`src/rtl/axi_line_fetch_pkg.sv`:
```
// Shared AXI read-channel constants and the line-fetch FSM state type.
package axi_line_fetch_pkg;

    localparam int unsigned AXI_ID_W    = 4;
    localparam int unsigned AXI_ADDR_W  = 32;
    localparam int unsigned AXI_DATA_W  = 32;
    localparam int unsigned AXI_LEN_W   = 4;
    localparam int unsigned AXI_SIZE_W  = 3;
    localparam int unsigned AXI_BURST_W = 2;
    localparam int unsigned AXI_RESP_W  = 2;

    localparam logic [AXI_BURST_W-1:0] BURST_INCR = 2'b01;
    localparam logic [AXI_RESP_W-1:0]  RESP_OKAY  = 2'b00;
    localparam logic [AXI_SIZE_W-1:0]  SIZE_4B    = 3'b010;

    // Clears the byte offset within a 16-byte line.
    localparam logic [AXI_ADDR_W-1:0] LINE_MASK = 32'hFFFF_FFF0;

    typedef enum logic [1:0] {
        StIdle,
        StAr,
        StR,
        StDone
    } fetch_state_e;

endpackage

```
`src/rtl/axi_line_fetch.sv`:
```
// Cache line-fill engine: turns one miss request into a 4-beat INCR AXI read burst
// and hands the assembled 128-bit line back to the cache.
module axi_line_fetch
    import axi_line_fetch_pkg::*;
#(
    parameter logic [AXI_ID_W-1:0] MASTER_ID  = 4'h1,
    parameter int unsigned         LINE_WORDS = 4
) (
    input  logic                                clk,
    input  logic                                rst,
    input  logic                                req_valid,
    output logic                                req_ready,
    input  logic [AXI_ADDR_W-1:0]               req_addr,
    input  logic                                flush,
    output logic                                line_valid,
    input  logic                                line_ready,
    output logic [AXI_ADDR_W-1:0]               line_addr,
    output logic [LINE_WORDS*AXI_DATA_W-1:0]    line_data,
    output logic                                line_err,
    output logic [AXI_ID_W-1:0]                 arid,
    output logic [AXI_ADDR_W-1:0]               araddr,
    output logic [AXI_LEN_W-1:0]                arlen,
    output logic [AXI_SIZE_W-1:0]               arsize,
    output logic [AXI_BURST_W-1:0]              arburst,
    output logic                                arvalid,
    input  logic                                arready,
    input  logic [AXI_ID_W-1:0]                 rid,
    input  logic [AXI_DATA_W-1:0]               rdata,
    input  logic [AXI_RESP_W-1:0]               rresp,
    input  logic                                rlast,
    input  logic                                rvalid,
    output logic                                rready
);

    fetch_state_e state_q, state_d;
    logic [1:0]   cnt_q, cnt_d;
    logic         err_q, err_d;
    logic         drop_q, drop_d;
    // Set once every word has been written; later beats are overrun and discarded.
    logic         full_q, full_d;
    logic [AXI_ADDR_W-1:0] addr_q, addr_d;
    logic [LINE_WORDS-1:0][AXI_DATA_W-1:0] words_q, words_d;

    always_ff @(posedge clk) begin
        if (rst) begin
            state_q <= StIdle;
            cnt_q   <= '0;
            err_q   <= 1'b0;
            drop_q  <= 1'b0;
            full_q  <= 1'b0;
            addr_q  <= '0;
            words_q <= '0;
        end else begin
            state_q <= state_d;
            cnt_q   <= cnt_d;
            err_q   <= err_d;
            drop_q  <= drop_d;
            full_q  <= full_d;
            addr_q  <= addr_d;
            words_q <= words_d;
        end
    end

    always_comb begin
        state_d = state_q;
        cnt_d   = cnt_q;
        err_d   = err_q;
        drop_d  = drop_q;
        full_d  = full_q;
        addr_d  = addr_q;
        words_d = words_q;

        case (state_q)
            StIdle: begin
                if (req_valid) begin
                    addr_d  = req_addr & LINE_MASK;
                    cnt_d   = '0;
                    err_d   = 1'b0;
                    drop_d  = 1'b0;
                    full_d  = 1'b0;
                    state_d = StAr;
                end
            end
            StAr: begin
                if (flush) drop_d = 1'b1;
                if (arready) state_d = StR;
            end
            StR: begin
                if (flush) drop_d = 1'b1;
                if (rvalid) begin
                    if (full_q) begin
                        err_d = 1'b1;
                    end else begin
                        words_d[cnt_q] = rdata;
                        cnt_d          = cnt_q + 2'd1;
                        if (cnt_q == 2'd3) full_d = 1'b1;
                    end
                    if (rresp != RESP_OKAY || rid != MASTER_ID) err_d = 1'b1;
                    if (rlast) begin
                        if (!full_q && cnt_q != 2'd3) err_d = 1'b1;
                        state_d = (drop_q || flush) ? StIdle : StDone;
                    end
                end
            end
            StDone: begin
                if (line_ready) state_d = StIdle;
            end
            default: state_d = StIdle;
        endcase
    end

    // Handshake outputs come from state only, never from the partner's ready/valid.
    assign req_ready  = (state_q == StIdle);
    assign arvalid    = (state_q == StAr);
    assign rready     = (state_q == StR);
    assign line_valid = (state_q == StDone);
    assign line_err   = (state_q == StDone) && err_q;

    assign line_addr  = addr_q;
    assign line_data  = words_q;

    assign arid       = MASTER_ID;
    assign araddr     = addr_q;
    assign arlen      = AXI_LEN_W'(LINE_WORDS - 1);
    assign arsize     = SIZE_4B;
    assign arburst    = BURST_INCR;

endmodule

```
`config.mk`:
```
export PLATFORM = sky130hd
export DESIGN_NAME = axi_line_fetch
export DESIGN_NICKNAME = d
export VERILOG_FILES = /design/src/rtl/axi_line_fetch_pkg.sv /design/src/rtl/axi_line_fetch.sv
export SDC_FILE = /design/constraint.sdc
export NUM_CORES = 1
export LEC_CHECK = 0
export ABC_AREA = 1
export CORE_MARGIN = 1.5
export CORE_UTILIZATION = 49
export DETAILED_ROUTE_END_ITERATION = 7
export DONT_BUFFER_PORTS = 1
export SLEW_MARGIN = 20
export SYNTH_ARGS = -nofsm -noshare
export SYNTH_HDL_FRONTEND = slang
export SYNTH_SLANG_ARGS = --single-unit
```
`constraint.sdc`:
```
create_clock -name clk -period 4.7 [get_ports clk]
set_clock_uncertainty 0.05 [all_clocks]
set_input_delay 0.235 -clock clk [delete_from_list [all_inputs] [get_ports clk]]
set_output_delay 0.235 -clock clk [all_outputs]
set_load 0.05 [all_outputs]
```
==> results.py <==
metrics = {
    "floorplan": {
        "die_w_microns": 119,
        "core_sq_mm": 0.0132,
        "dieArea_sq_mm": 0.0143,
        "initial_core_util": 0.502,
        "die_y_microns": 119,
        "rows": 42,
        "ios": 288,
    },
    "synthesis": {
        "yosysUniqueCellTypes": 21,
        "synthCells": 826,
        "syn_avg_cell_area_sq_um": 8.04,
        "ys_seq_area_frac": 0.491,
        "ys.warnings.count": 0,
        "synth-seq-cells": 163,
        "netlist_area_sq_mm": 0.00665,
    },
    "layout": {
        "final_core_util": 0.561,
        "layout_commonest_cell": "dfxtp_1",
        "n_antenna_cell": 0,
        "layout_common_cells": "dfxtp_1 (163), nand2_1 (150), a21oi_1 (135), nand3_1 (131), nor2_1 (66)",
        "area_delta_synth_final_pct": 11.7,
        "drive_gt1_frac": 0.0542,
        "fin_nets": 905,
        "instances_no_fill": 1007,
    },
    "sta": {
        "fin_crit_ps": 3870,
        "period_share": 0.823,
        "max_freq_mhz": 258,
        "tns_ps": 0,
        "setup_slack_ps": 830,
        "slew_headroom": 0.322,
        "worst_pin_slew_ps": 1020,
        "hold_viol": 0,
        "drv_slew": 0,
        "setup_viol": 0,
        "rsz0062_at_grt": "no",
    },
    "route": {
        "vias_per_cell": 5.52,
        "drtIter0Drc": 500,
        "top_layer_used": "met4",
        "drt_wl_total_microns": 17800,
        "postRouteAntennaNets": 0,
        "dr_total_vias": 5562,
        "wl_met1_microns": 7340,
        "drt_pass1_iterations": 6,
        "drc_errors": 0,
        "met3WireLength_microns": 1680,
        "wl_per_cell_microns": 17.6,
        "dr_wl_met2_microns": 8500,
    },
    "grt": {
        "grt_pass1_wl_microns": 27700,
        "grt_max_degree": 134,
        "grt_pass1_vias": 5265,
        "antenna_found_initial": 0,
        "grt_overflow_total": 0,
        "grt_use_total": 0.246,
    },
    "power_and_ir_drop": {
        "power_density_mw_per_mm2": 582,
        "peakVddDrop_mv": 0.403,
        "power.total_w": 0.00432,
        "leakagePower_nw": 2.61,
    },
    "clocking": {
        "cts_buffer_depth": 2,
        "clock_latency_ps": 410,
        "clock_sinks": 163,
        "numCtsBuffers": 17,
        "cts_tree": "done",
        "cts-root-buf": "clkbuf_16",
        "cts_resized": 0,
        "clkTransAtPathRegs_ps": 60,
        "htree_levels": 4,
        "cts_setup_buffers": 0,
    },
    "critical_path": {
        "rr_endpoint": "line_data[101]",
        "cp-end-kind": "flip-flop",
        "rr_worst_depth": 11,
        "required_ps": 4950,
        "worstPathMaxFanout": 48,
        "arrival_ps": 4120,
        "critPathLaunchType": "flip-flop",
        "reg2reg_from": "state_q[0]",
        "timing_worst_setup_path_type": "flip-flop to flip-flop",
        "r2r_slack_ps": 830,
    },
    "placed_design": {
        "place_hpwl_microns": 10800,
        "dp_cells": 913,
        "dp_slack_ps": 1340,
        "gp_congestion": 0.726,
        "io_buffers": 0,
    },
    "min_path": {
        "holdPathEnd": "err_q",
        "worstHoldStart": "rlast",
        "min_path_type": "input pin to flip-flop",
        "min_path_cells": 4,
    },
    "status": {
        "status": "finished clean",
    },
    "flow_run": {
        "cap_viol_max_count": 0,
    },
}
[cells in the mapped netlist, drive strengths merged]
| library cell | instances | area, sq um |
|---|---|---|
| clkbuf | 38 | 154 |
| buf | 78 | 708 |
| nor3 | 3 | 15.0 |
| inv | 14 | 52.6 |
| o21ai | 32 | 160 |
| a21o | 1 | 8.76 |
| and2 | 1 | 6.26 |
| nand3 | 131 | 656 |
| conb | 2 | 7.51 |
| dfxtp | 163 | 3260 |
| ha | 8 | 100 |
| or2 | 1 | 8.76 |
| nand2 | 152 | 571 |
| a21oi | 135 | 676 |
| nor2 | 67 | 259 |
[report_power, final]
| part | switching, W | internal (W) |
|---|---|---|
| clock | 0.000538 | 0.000941 |
| sequential | 0.000648 | 0.00149 |
| combinational | 0.000518 | 0.000182 |
[cell type report]
| type | count | area [sq um] |
|---|---|---|
| clock buffer | 22 | 484 |
| clock inverter | 9 | 151 |
| fill | 1243 | 5820 |
| inverter | 14 | 52.6 |
| multi-input combinational | 552 | 2540 |
| sequential | 163 | 3260 |
| tap | 176 | 220 |
| timing repair buffer | 71 | 708 |
[per-stage QoR]
stage | hold slack (ps) | area (sq um)
2_1_floorplan | 349 | 6720
3_3_place_gp | 272 | 6130
3_5_place_dp | 273 | 6140
4_1_cts | 20.5 | 7420
5_1_grt | 26.4 | 7420
6_report | 38.0 | 7420
[sequential cells by signal, summed over array words and instances (netlist names)]
name / count
araddr: 28
cnt_q: 2
drop_q: 1
err_q: 1
full_q: 1
line_data: 128
state_q: 2
[kinds of logic after synthesis]
logic type / count (synthesis) / synth area share
AND/OR/NAND/NOR: 355 / 0.228
AO/OA/AOI/OAI: 168 / 0.127
flip-flops: 163 / 0.491
buffers and inverters: 130 / 0.138
adder cells (fa/ha/maj): 8 / 0.0151
other: 2 / 0.00113
[critical path, stage by stage (launching register included)]
cell	delay, ps
dfxtp_1	340
inv_1	100
ha_1	710
inv_2	90
or2_4	270
nor2_4	70
buf_4	400
nand2_1	580
buf_4	410
nand2_1	90
a21oi_1	70
dlygate4sd3_1	570
[timing repair]
item | CTS | global route
hold buffers | 63 | 0
endpoints found under the setup margin | 0 | 0
hold endpoints to repair | 161 | 0
[layer usage]
layer / vias up / global-route usage
li1: 2647 / -
met1: 2659 / 0.299
met2: 236 / 0.399
met3: 20 / 0.101
met4: 0 / 0.0774
met5: - / 0
[worst max path at each step]
stage | startpoint | endpoint | slack (ps)
finish | state_q[0] | line_data[101] | 830
global route | state_q[0] | line_data[101] | 600
CTS | state_q[1] | line_data[101] | 830
detailed placement | state_q[1] | line_data[60] | 1340
global placement | state_q[0] | line_data[79] | 1400
floorplan | state_q[0] | line_data[10] | 2480
(Power assumes the default switching activity.)
